## config.mk

```make
export PLATFORM = sky130hd
export DESIGN_NAME = idma_reg64_launcher
export DESIGN_NICKNAME = d
export VERILOG_FILES = /design/src/rtl/idma_reg64_launcher.sv
export SDC_FILE = /design/constraint.sdc
export NUM_CORES = 1
export LEC_CHECK = 0
export CAP_MARGIN = 20
export CORE_MARGIN = 1
export CORE_UTILIZATION = 53
export CTS_CLUSTER_DIAMETER = 30
export DETAILED_ROUTE_END_ITERATION = 10
export GPL_TIMING_DRIVEN = 0
export PLACE_DENSITY = 0.94
export SYNTH_ARGS = -nofsm -noshare
export SYNTH_HDL_FRONTEND = slang
export SYNTH_SLANG_ARGS = --single-unit
```

## constraint.sdc

```tcl
create_clock -name clk_i -period 5.64 [get_ports clk_i]
set_input_delay 0.846 -clock clk_i [delete_from_list [all_inputs] [get_ports clk_i]]
set_output_delay 0.846 -clock clk_i [all_outputs]
set_load 0.03 [all_outputs]
```

## src/rtl/idma_reg64_launcher.sv

```systemverilog
// Register-interface initiator for the 64-bit iDMA frontend: programs one job, launches it by
// reading NEXT_ID, polls DONE until the returned ID retires, then reports on a completion port.
package idma_reg64_launcher_pkg;
  typedef struct packed {
    logic        valid;
    logic        write;
    logic [31:0] addr;
    logic [63:0] wdata;
    logic [7:0]  wstrb;
  } reg_req_t;

  typedef struct packed {
    logic        ready;
    logic [63:0] rdata;
    logic        error;
  } reg_rsp_t;
endpackage

module idma_reg64_launcher #(
  parameter int unsigned          AddrWidth      = 32,
  parameter type                  reg_req_t      = idma_reg64_launcher_pkg::reg_req_t,
  parameter type                  reg_rsp_t      = idma_reg64_launcher_pkg::reg_rsp_t,
  parameter logic [AddrWidth-1:0] BaseAddr       = '0,
  parameter logic [AddrWidth-1:0] SrcAddrOffset  = 'h00,
  parameter logic [AddrWidth-1:0] DstAddrOffset  = 'h08,
  parameter logic [AddrWidth-1:0] NumBytesOffset = 'h10,
  parameter logic [AddrWidth-1:0] ConfOffset     = 'h18,
  parameter logic [AddrWidth-1:0] NextIdOffset   = 'h28,
  parameter logic [AddrWidth-1:0] DoneOffset     = 'h30,
  parameter int unsigned          PollGap        = 4
) (
  input  logic        clk_i,
  input  logic        rst_ni,
  input  logic        job_valid_i,
  output logic        job_ready_o,
  input  logic [63:0] job_src_i,
  input  logic [63:0] job_dst_i,
  input  logic [63:0] job_len_i,
  input  logic        job_decouple_i,
  input  logic        job_deburst_i,
  output reg_req_t    reg_req_o,
  input  reg_rsp_t    reg_rsp_i,
  output logic        cpl_valid_o,
  input  logic        cpl_ready_i,
  output logic [63:0] cpl_id_o,
  output logic        cpl_error_o,
  output logic        busy_o
);

  localparam int unsigned CntWidth = (PollGap > 1) ? $clog2(PollGap) : 1;

  typedef enum logic [3:0] {
    StIdle, StWrSrc, StWrDst, StWrLen, StWrConf, StRdNext, StWait, StRdDone, StCpl
  } state_e;

  state_e               state_q, state_d;
  reg_req_t             req_q, req_d;
  logic [63:0]          src_q, src_d, dst_q, dst_d, len_q, len_d, id_q, id_d;
  logic [1:0]           conf_q, conf_d;
  logic                 err_q, err_d;
  logic [CntWidth-1:0]  cnt_q, cnt_d;

  logic                 bus_write;
  logic [AddrWidth-1:0] bus_addr;
  logic [63:0]          bus_wdata;
  logic                 retired;

  // Wrap-safe: the transfer has retired when (done - id) is non-negative as a signed value.
  assign retired = (reg_rsp_i.rdata - id_q) < 64'h8000_0000_0000_0000;

  always_comb begin
    bus_write = 1'b1;
    bus_addr  = BaseAddr + SrcAddrOffset;
    bus_wdata = src_q;
    unique case (state_q)
      StWrDst: begin
        bus_addr  = BaseAddr + DstAddrOffset;
        bus_wdata = dst_q;
      end
      StWrLen: begin
        bus_addr  = BaseAddr + NumBytesOffset;
        bus_wdata = len_q;
      end
      StWrConf: begin
        bus_addr  = BaseAddr + ConfOffset;
        bus_wdata = {62'b0, conf_q};
      end
      StRdNext: begin
        bus_write = 1'b0;
        bus_addr  = BaseAddr + NextIdOffset;
        bus_wdata = '0;
      end
      StRdDone: begin
        bus_write = 1'b0;
        bus_addr  = BaseAddr + DoneOffset;
        bus_wdata = '0;
      end
      default: ;
    endcase
  end

  always_comb begin
    state_d = state_q;
    req_d   = req_q;
    src_d   = src_q;
    dst_d   = dst_q;
    len_d   = len_q;
    conf_d  = conf_q;
    id_d    = id_q;
    err_d   = err_q;
    cnt_d   = cnt_q;

    unique case (state_q)
      StIdle: begin
        if (job_valid_i) begin
          src_d  = job_src_i;
          dst_d  = job_dst_i;
          len_d  = job_len_i;
          conf_d = {job_deburst_i, job_decouple_i};
          id_d   = '0;
          cnt_d  = '0;
          // The DMA refuses zero-length launches, so report failure without touching the bus.
          if (job_len_i == '0) begin
            err_d   = 1'b1;
            state_d = StCpl;
          end else begin
            err_d   = 1'b0;
            state_d = StWrSrc;
          end
        end
      end

      StWait: begin
        if (32'(cnt_q) == PollGap - 1) begin
          cnt_d   = '0;
          state_d = StRdDone;
        end else begin
          cnt_d = cnt_q + CntWidth'(1);
        end
      end

      StCpl: begin
        if (cpl_ready_i) state_d = StIdle;
      end

      default: begin
        if (!req_q.valid) begin
          req_d.valid = 1'b1;
          req_d.write = bus_write;
          req_d.addr  = bus_addr;
          req_d.wdata = bus_wdata;
          if (bus_write) req_d.wstrb = '1;
          else           req_d.wstrb = '0;
        end else if (reg_rsp_i.ready) begin
          req_d.valid = 1'b0;
          if (reg_rsp_i.error) begin
            err_d   = 1'b1;
            state_d = StCpl;
          end else begin
            unique case (state_q)
              StWrSrc:  state_d = StWrDst;
              StWrDst:  state_d = StWrLen;
              StWrLen:  state_d = StWrConf;
              StWrConf: state_d = StRdNext;
              StRdNext: begin
                // ID 0 means the frontend rejected the launch.
                if (reg_rsp_i.rdata == '0) begin
                  err_d   = 1'b1;
                  state_d = StCpl;
                end else begin
                  id_d    = reg_rsp_i.rdata;
                  state_d = StRdDone;
                end
              end
              StRdDone: begin
                if (retired)           state_d = StCpl;
                else if (PollGap == 0) req_d.valid = 1'b1;
                else                   state_d = StWait;
              end
              default: ;
            endcase
          end
        end
      end
    endcase
  end

  always_ff @(posedge clk_i or negedge rst_ni) begin
    if (!rst_ni) begin
      state_q <= StIdle;
      req_q   <= '0;
      src_q   <= '0;
      dst_q   <= '0;
      len_q   <= '0;
      conf_q  <= '0;
      id_q    <= '0;
      err_q   <= 1'b0;
      cnt_q   <= '0;
    end else begin
      state_q <= state_d;
      req_q   <= req_d;
      src_q   <= src_d;
      dst_q   <= dst_d;
      len_q   <= len_d;
      conf_q  <= conf_d;
      id_q    <= id_d;
      err_q   <= err_d;
      cnt_q   <= cnt_d;
    end
  end

  assign reg_req_o   = req_q;
  assign job_ready_o = (state_q == StIdle);
  assign busy_o      = (state_q != StIdle);
  assign cpl_valid_o = (state_q == StCpl);
  assign cpl_id_o    = cpl_valid_o ? id_q : '0;
  assign cpl_error_o = cpl_valid_o & err_q;

endmodule
```

==> results.py, run 1 <==
metrics = {
    "global_route": {
        "grt_pass1_wl_um": 91090,
        "grt_overflow": 0,
        "grt_use_total": 0.3906,
        "grt_max_degree": 129,
        "antenna_found_initial": 13,
        "grt_pass1_vias": 15730,
    },
    "worst_hold_path": {
        "hp-class": "in2async",
    },
    "routing": {
        "via_count": 15260,
        "top_layer": "met5",
        "viasPerCell": 6.297,
        "dr.pass1.iters": 6,
        "drt-met1-wl_um": 19700,
        "ant_nets": 0,
        "wire_per_inst_um": 25.01,
        "first_iter_violations": 1725,
        "wl_met2_um": 29270,
        "met3_length_um": 6857,
        "routed_wirelength_um": 60600,
        "drc": 0,
    },
    "worst_setup_path": {
        "critPathKind": "reg2out",
        "required_ns": 4.79,
        "critPathCaptureType": "output port",
        "cp.arrival_ns": 3.04,
        "cp-startpoint": "state_q[1]",
        "cp-start-kind": "flop",
        "r2r_start": "state_q[2]",
        "cp_max_fo": 10,
    },
    "yosys": {
        "synth_area_mm2": 0.01602,
        "netlist.area_leader.share": 0.5217,
        "synth-seq-cells": 334,
        "synthTopCellsByArea": "dfrtp_1, mux2_2, ha_1, a222oi_1, nand2_1",
        "synth_most_common_cell": "dfrtp_1",
        "synthDistinctLibCells": 53,
        "yosysTopAreaCell": "dfrtp_1",
        "synth_ff_type": "dfrtp_1",
        "syn_area_per_cell_um2": 10.88,
        "yosys_warnings": 0,
        "ys_seq_area_frac": 0.5217,
        "synthArstFlopShare": 1.000,
        "synth_cells": 1473,
        "synthTopCellsByCount": "dfrtp_1, mux2_2, nand2_1",
        "synth_edf_count": 0,
    },
    "placed_design": {
        "place_area_mm2": 0.02076,
        "globalplace.congestion": 0.9589,
        "portBuffers": 408,
        "post-dp-hpwl_um": 40310,
    },
    "floorplan": {
        "num_rows": 63,
        "boundaryPins": 438,
        "initial_utilization": 0.5391,
        "core_region_area_mm2": 0.02972,
        "die_x_um": 175.9,
        "die_h_um": 175.9,
        "dieArea_mm2": 0.03093,
    },
    "sta": {
        "period_share": 0.6893,
        "min_period_ns": 3.888,
        "rsz0062_at_grt": "no",
        "fin_hold_ws_ns": 0.3067,
        "fin_tns_setup_ns": 0,
        "hold_viol_final": 0,
        "fmax_mhz": 257.2,
        "clock_skew_ns": 0.04610,
        "maxSlewViolCount": 0,
        "setup-violations-final": 0,
        "worstMarginPinSlew_ns": 1.172,
        "relSlewSlack": 0.2144,
    },
    "layout": {
        "nets": 2299,
        "final_cell_area_mm2": 0.02286,
        "drive_gt1_frac": 0.1924,
        "area_delta_synth_final_pct": 42.71,
        "n_fill_cell": 1679,
    },
    "power": {
        "pwr_density_cell_mw_per_mm2": 644.9,
        "ir_drop_v": 0.0004971,
        "leakagePower_nw": 10.10,
    },
    "clock_tree": {
        "cts_hold_buf": 0,
        "cts_root_buffer": "clkbuf_16",
        "cts_tree": "done",
        "cts_repair_resize_count": 0,
        "insertion_delay_ns": 0.60,
        "cts_setup_buffers": 0,
        "path_clk_slew_ns": 0.04,
        "cts.sinks": 334,
        "htreeDepth": 2,
        "cts_buffers": 59,
        "clockBufferDepth": 3,
    },
    "run_status": {
        "status": "completed",
    },
    "flow_run": {
        "cap_violations": 0,
    },
}
==> state kept, by name, summed over array words and instances, names as in the netlist <==
register,cells
cnt_q,2
conf_q,2
dst_q,64
err_q,1
id_q,64
len_q,64
reg_req_o,69
src_q,64
state_q,4
==> cells in the final DEF, fill, tap and decap left out, types with 63 or more instances in the layout <==
cell and count:
clkdlybuf4s50_1 407, dfrtp_1 334, mux2_2 194, nand2_1 165, a21oi_1 98, nor2_1 88, o21ai_0 73, inv_1 67
and3_1 65, a222oi_1 64, ha_1 63
==> metrics by stage <==
stage | std cells | total power [W] | utilization | setup WS [ns]
floorplan | 1501 | 0.008220 | - | 2.921
CTS | 2412 | 0.01454 | 0.7685 | 1.764
detailed placement | 2301 | 0.01058 | 0.6987 | 1.401
finish | 2423 | 0.01475 | 0.7694 | 1.752
global route | 2419 | 0.01529 | 0.7691 | 1.663
global placement | 2299 | 0.01022 | 0.6965 | -10.23
==> layout make-up <==
| class | instances | area (um2) | area share |
|---|---|---|---|
| inverter | 69 | 259.0 | 0.01133 |
| clock buffer | 72 | 1647 | 0.07202 |
| buffer | 132 | 700.7 | 0.03064 |
| tap | 390 | 488.0 | 0.02134 |
| clock inverter | 39 | 426.7 | 0.01866 |
| timing repair buffer | 410 | 4144 | 0.1812 |
| antenna | 11 | 27.53 | 0.001204 |
| multi-input combinational | 966 | 6814 | 0.2980 |
| sequential | 334 | 8358 | 0.3655 |
==> logic make-up (layout without fill, tap and decap cells) <==
family          after synthesis  after routing  synth area share
compound gates              274            274            0.1122
fa+ha+maj                    63             63           0.04920
mux                         197            197            0.1385
buf+inv                     201            722           0.05990
other cells                   1             40         0.0002341
xor+xnor                      2              2          0.001094
simple gates                401            401            0.1171
flops                       334            334            0.5217
==> critical path: stages (launching register included) <==
cell	delay, ns
dfrtp_1	0.44
nor3_2	0.38
buf_2	0.30
clkbuf_1	0.39
and3_1	0.27
clkdlybuf4s50_1	0.70
==> path summary, 6_finish.rpt <==
kind	to	slack, ns	depth (start not counted)
hold / removal	id_q[22]	0.31	1
setup reg to reg	src_q[30]	2.48	8
setup / recovery	cpl_id_o[55]	1.75	5
min in group clk_i	id_q[56]	0.50	2
hold reg to reg	id_q[56]	0.50	2
max in group asynchronous	len_q[44]	4.21	2
==> power breakdown <==
| part | internal (W) | switching [W] |
|---|---|---|
| clock network | 0.00232 | 0.00135 |
| registers | 0.00363 | 0.000914 |
| logic | 0.00270 | 0.00383 |
==> per-layer routing <==
| metal | up-vias | global-route usage |
|---|---|---|
| met1 | 7318 | 0.4222 |
| met2 | 1321 | 0.6624 |
| met3 | 341 | 0.1108 |
| met4 | 4 | 0.2707 |
| met5 | - | 0 |
| li1 | 6273 | - |
No activity file was read; power rests on OpenSTA's default activity.
==> inputs of run 2 (changes only) <==
- CORE_UTILIZATION: 53 -> 49
- PLACE_DENSITY: 0.94 -> 0.88
- clock period: 5.64 -> 3.8 ns (I/O delays scaled with it)
==> run 2 against run 1 <==
  * Non-clock buffer count grew 1
  * Largest cell class unchanged
  * Sequential cell count is the same
  * First-iteration DRC count shrank 22%
  * Clock skew grew 0.0025 ns
  * Register-to-register slack lost 1.8 ns
  * Global-route usage shrank 4.1 points
  * Critical path depth is the same
==> results.py, run 2 (same netlist as run 1, synthesis figures left out) <==
metrics = {
    "run_status": {
        "status": "completed",
    },
    "routing": {
        "via_count": 14780,
        "viasPerCell": 5.978,
        "wire_per_inst_um": 23.74,
        "dr.pass1.iters": 11,
        "ant_nets": 0,
        "routed_wirelength_um": 58700,
        "drc": 0,
        "first_iter_violations": 1352,
    },
    "clock_tree": {
        "cts.sinks": 334,
        "cts_repair_resize_count": 0,
        "htreeDepth": 3,
        "cts_root_buffer": "clkbuf_16",
        "cts_setup_buffers": 0,
        "clockBufferDepth": 3,
        "insertion_delay_ns": 0.59,
        "path_clk_slew_ns": 0.04,
        "cts_buffers": 69,
        "cts_tree": "done",
        "cts_hold_buf": 0,
    },
    "sta": {
        "clock_skew_ns": 0.04857,
        "min_period_ns": 3.646,
        "fin_hold_ws_ns": 0.006561,
        "maxSlewViolCount": 0,
        "worst_slack_ns": 0.1537,
        "rsz0062_at_grt": "no",
        "fin_tns_setup_ns": 0,
        "fmax_mhz": 274.3,
        "setup-violations-final": 0,
        "relSlewSlack": 0.3114,
        "period_share": 0.9595,
        "worstMarginPinSlew_ns": 1.027,
        "hold_viol_final": 0,
    },
    "worst_setup_path": {
        "r2r_slack_ns": 0.67,
        "critPathKind": "reg2out",
        "path_common_cell": "clkbuf_1",
        "path_cells": "buf_2 -> clkbuf_1 -> clkbuf_1 -> and3_1 -> clkdlybuf4s50_1",
        "timing.rr.end": "state_q[2]",
        "critPathCaptureType": "output port",
        "cp.arrival_ns": 3.08,
        "slowest_delay_ns": 0.72,
        "cp_max_fo": 10,
        "cp-start-kind": "flop",
        "ff2ff_path_depth": 10,
        "cpMaxStageDelayCell": "clkdlybuf4s50_1",
        "required_ns": 3.23,
        "r2r_start": "id_q[54]",
    },
    "floorplan": {
        "dieArea_mm2": 0.03343,
        "initial_utilization": 0.5026,
        "die_h_um": 182.8,
        "boundaryPins": 438,
        "core_region_area_mm2": 0.03188,
        "die_x_um": 182.8,
        "num_rows": 65,
    },
    "placed_design": {
        "post-dp-hpwl_um": 40470,
        "place_area_mm2": 0.02083,
        "globalplace.congestion": 0.9191,
        "portBuffers": 408,
        "pre_cts_slack_ns": 0.03199,
    },
    "global_route": {
        "grt_pass1_vias": 15300,
        "grt_overflow": 0,
        "grt_max_degree": 131,
        "antenna_found_initial": 7,
        "grt_pass1_wl_um": 88620,
        "grt_use_total": 0.3498,
    },
    "layout": {
        "final_common_cell": "clkdlybuf4s50_1",
        "nets": 2310,
        "largest_register_ffs": 69,
        "layout_common_cells": "clkdlybuf4s50_1, dfrtp_1, mux2_2, nand2_1, a21oi_1",
        "drive_gt1_frac": 0.1922,
        "final_cell_area_mm2": 0.02316,
        "area_delta_synth_final_pct": 44.55,
    },
    "power": {
        "pwr_density_cell_mw_per_mm2": 955.4,
        "leakagePower_nw": 10.23,
        "ir_drop_v": 0.0006948,
    },
    "worst_hold_path": {
        "hp-class": "in2async",
    },
    "flow_run": {
        "cap_violations": 0,
    },
}
-- run 2: cell count changes in the layout (fill, tap and decap cells not counted) --
cell	previous run	this run
clkbuf_1	59	69
clkinv_8	0	2
clkinv_2	11	7
buf_6	3	4
diode_2	11	4
bufinv_16	5	3
clkinv_16	1	3
clkinvlp_4	10	5
clkbuf_16	60	70
inv_6	2	0
-- run 2: stage by stage --
| stage | cells | utilization | power (W) |
|---|---|---|---|
| 2_1_floorplan | 1501 | - | 0.01220 |
| 3_5_place_dp | 2347 | 0.6534 | 0.01568 |
| 6_report | 2473 | 0.7265 | 0.02213 |
| 4_1_cts | 2469 | 0.7261 | 0.02195 |
| 3_3_place_gp | 2344 | 0.6510 | 0.01520 |
| 5_1_grt | 2471 | 0.7263 | 0.02310 |
-- run 2: worst max-delay path by stage --
stage,from,endpoint,slack (ns),depth (start not counted)
final,state_q[3],cpl_id_o[12],0.15,5
after CTS,state_q[3],cpl_id_o[9],0.16,5
after detailed placement,reg_rsp_i[23],id_q[22],0.03,10
after floorplan,reg_rsp_i[55],state_q[2],1.36,9
after global routing,state_q[3],cpl_id_o[9],0.04,5
after global placement,rst_ni,src_q[46],-11.95,1
-- run 2: report_power, final --
group	switching [W]	internal (W)	total [W]
logic	0.00554	0.00401	0.00955
clock network	0.00211	0.00382	0.00593
registers	0.00126	0.00539	0.00665
-- run 2: worst max-delay path, delay by kind of cell, from the launching register on --
kind / cells / cell delay [ns]
simple gates: 1 / 0.30
flops: 1 / 0.36
buf+inv: 4 / 1.86
-- run 2: final cells by class --
type,instances,area [um2]
repair buffers,411,4155
fillers,2026,8721
diodes,4,10.01
inverters,69,259.0
plain buffers,132,700.7
multi-input cells,966,6814
clock buffers,92,1934
flip-flops and latches,334,8358
well taps,435,544.3
clock inverters,30,384.1
-- run 2: routing by layer --
| layer | vias to the layer above | share of wire | GRT usage |
|---|---|---|---|
| li1 | 6295 | - | - |
| met1 | 7194 | 0.34 | 0.3816 |
| met3 | 236 | 0.10 | 0.09829 |
| met5 | - | 0.00046 | 0 |
| met4 | 4 | 0.059 | 0.2007 |
| met2 | 1054 | 0.50 | 0.6108 |
==> inputs of run 3 (changes only) <==
- CTS_CLUSTER_DIAMETER: 30 -> default
==> run 3 against run 2 <==
  * Global-route usage decreased by 2.7 points
  * Largest power group unchanged
  * Sequential power fell by 2%
  * Critical path type unchanged
  * Total power decreased by 13%
  * Sequential cell count stayed put
  * Non-clock buffer count unchanged
  * Final cell count shrank 2.5%
  * Count of clock-buffer cells in the layout down 44
  * Clock power fell by 41%
==> results.py, run 3 (same netlist as run 1, synthesis figures left out) <==
metrics = {
    "routing": {
        "first_iter_violations": 1267,
        "routed_wirelength_um": 54480,
        "drc": 0,
        "wire_per_inst_um": 22.59,
        "via_count": 14250,
        "viasPerCell": 5.910,
        "ant_nets": 0,
        "dr.pass1.iters": 9,
    },
    "worst_hold_path": {
        "hp-class": "in2async",
    },
    "global_route": {
        "grt_pass1_vias": 14350,
        "grt_max_degree": 131,
        "grt_overflow": 0,
        "grt_pass1_wl_um": 82080,
        "antenna_found_initial": 7,
        "grt_use_total": 0.3225,
    },
    "clock_tree": {
        "cts_tree": "done",
        "cts_root_buffer": "clkbuf_16",
        "cts_hold_buf": 0,
        "path_clk_slew_ns": 0.06,
        "cts_buffers": 36,
        "insertion_delay_ns": 0.52,
        "cts_repair_resize_count": 0,
        "cts.sinks": 334,
        "clockBufferDepth": 3,
        "htreeDepth": 2,
        "cts_setup_buffers": 0,
    },
    "worst_setup_path": {
        "path_cells": "buf_2 -> clkbuf_1 -> clkbuf_1 -> and3_1 -> clkdlybuf4s50_1",
        "slowest_delay_ns": 0.71,
        "required_ns": 3.23,
        "worst-path-buf-inv": 4,
        "cp_max_fo": 10,
        "path_common_cell": "clkbuf_1",
        "cp-start-kind": "flop",
        "critPathKind": "reg2out",
        "critPathCaptureType": "output port",
        "cpMaxStageDelayCell": "clkdlybuf4s50_1",
        "cp.arrival_ns": 3.02,
        "path_delay_family": "buffers and inverters",
    },
    "power": {
        "power_w": 0.01935,
        "p_sw_frac": 0.4117,
        "p_seq_frac": 0.339,
        "pwr-share-comb": 0.482,
        "leakagePower_nw": 9.675,
        "power.internal_w": 0.01138,
        "p_sw_w": 0.007966,
        "clock_power_share": 0.179,
        "ir_drop_v": 0.0006604,
        "pwr_density_cell_mw_per_mm2": 880.1,
    },
    "layout": {
        "nets": 2277,
        "final_cell_area_mm2": 0.02198,
        "drive_gt1_frac": 0.1699,
        "final_common_cell": "clkdlybuf4s50_1",
        "largest_register_ffs": 69,
        "area_delta_synth_final_pct": 37.22,
        "layout_common_cells": "clkdlybuf4s50_1, dfrtp_1, mux2_2, nand2_1, a21oi_1",
    },
    "floorplan": {
        "initial_utilization": 0.5026,
        "die_x_um": 182.8,
        "num_rows": 65,
        "core_region_area_mm2": 0.03188,
        "dieArea_mm2": 0.03343,
        "die_h_um": 182.8,
        "boundaryPins": 438,
    },
    "sta": {
        "setup-violations-final": 0,
        "min_period_ns": 3.587,
        "hold_viol_final": 0,
        "worstMarginPinSlew_ns": 1.008,
        "clock_skew_ns": 0.01608,
        "period_share": 0.9440,
        "rsz0062_at_grt": "no",
        "fmax_mhz": 278.8,
        "maxSlewViolCount": 0,
        "relSlewSlack": 0.3242,
    },
    "placed_design": {
        "place_area_mm2": 0.02083,
        "portBuffers": 408,
        "post-dp-hpwl_um": 40470,
        "globalplace.congestion": 0.9191,
    },
    "run_status": {
        "status": "completed",
    },
    "flow_run": {
        "cap_violations": 0,
    },
}
==> run 3: cell types whose count changed in the layout (fill, tap and decap cells not counted), sizes merged <==
cell	delta
bufinv	-1
clkbuf	-44
clkinv	-14
clkinvlp	-4
diode	+1
inv	+1
==> run 3: metal layers <==
| metal | part of all wire | global-route usage | up-vias |
|---|---|---|---|
| li1 | - | - | 6194 |
| met1 | 0.35 | 0.3652 | 7011 |
| met2 | 0.50 | 0.5730 | 862 |
| met3 | 0.094 | 0.07506 | 183 |
| met4 | 0.055 | 0.1560 | 4 |
| met5 | 0.00050 | 0 | - |
==> run 3: power groups by stage <==
| stage | registers, W | logic, W | clock network (W) |
|---|---|---|---|
| after floorplan | 0.00685 | 0.00535 | 0 |
| after global placement | 0.00643 | 0.00877 | 0 |
| after detailed placement | 0.00651 | 0.00916 | 0 |
| after CTS | 0.00649 | 0.00927 | 0.00348 |
| after global routing | 0.00670 | 0.0100 | 0.00364 |
| final | 0.00655 | 0.00933 | 0.00347 |
==> run 3: worst register-to-register path, delay by kind of cell (launching register included) <==
family / cells / cell delay, ns
AND/OR/NAND/NOR: 1 / 0.51
buffers and inverters: 1 / 0.06
AO/OA/AOI/OAI: 6 / 1.56
XOR/XNOR: 1 / 0.26
flip-flops: 1 / 0.37
adder cells (fa/ha/maj): 1 / 0.31
==> run 3: path summary, 6_finish.rpt <==
check,from,slack (ns),endpoint,cells after the start
max reg2reg,id_q[54],0.64,state_q[2],10
min,rst_ni,0.04,id_q[25],1
max in group asynchronous,rst_ni,2.61,src_q[47],2
min reg2reg,id_q[17],0.50,id_q[17],2
min in group clk_i,id_q[17],0.50,id_q[17],2
max,state_q[3],0.21,cpl_id_o[12],5
==> run 3: cell type report <==
class,instances,area (um2)
Antenna cell,5,12.51
Buffer,132,700.7
Clock buffer,48,1006
Clock inverter,12,135.1
Fill cell,2218,9896
Inverter,69,259.0
Multi-Input combinational cell,966,6814
Sequential cell,334,8358
Tap cell,435,544.3
Timing Repair Buffer,411,4155
==> run 3: per-stage QoR <==
stage	hold slack (ns)	utilization	TNS [ns]	setup slack, ns	std cells
after floorplan	0.2744	-	0	1.357	1501
after global placement	0.4780	0.6510	-3976.19	-11.95	2344
after detailed placement	0.4924	0.6534	0	0.03199	2347
after CTS	0.08012	0.6892	0	0.1790	2407
after global routing	0.09186	0.6894	0	0.03986	2409
final	0.04457	0.6896	0	0.2127	2412
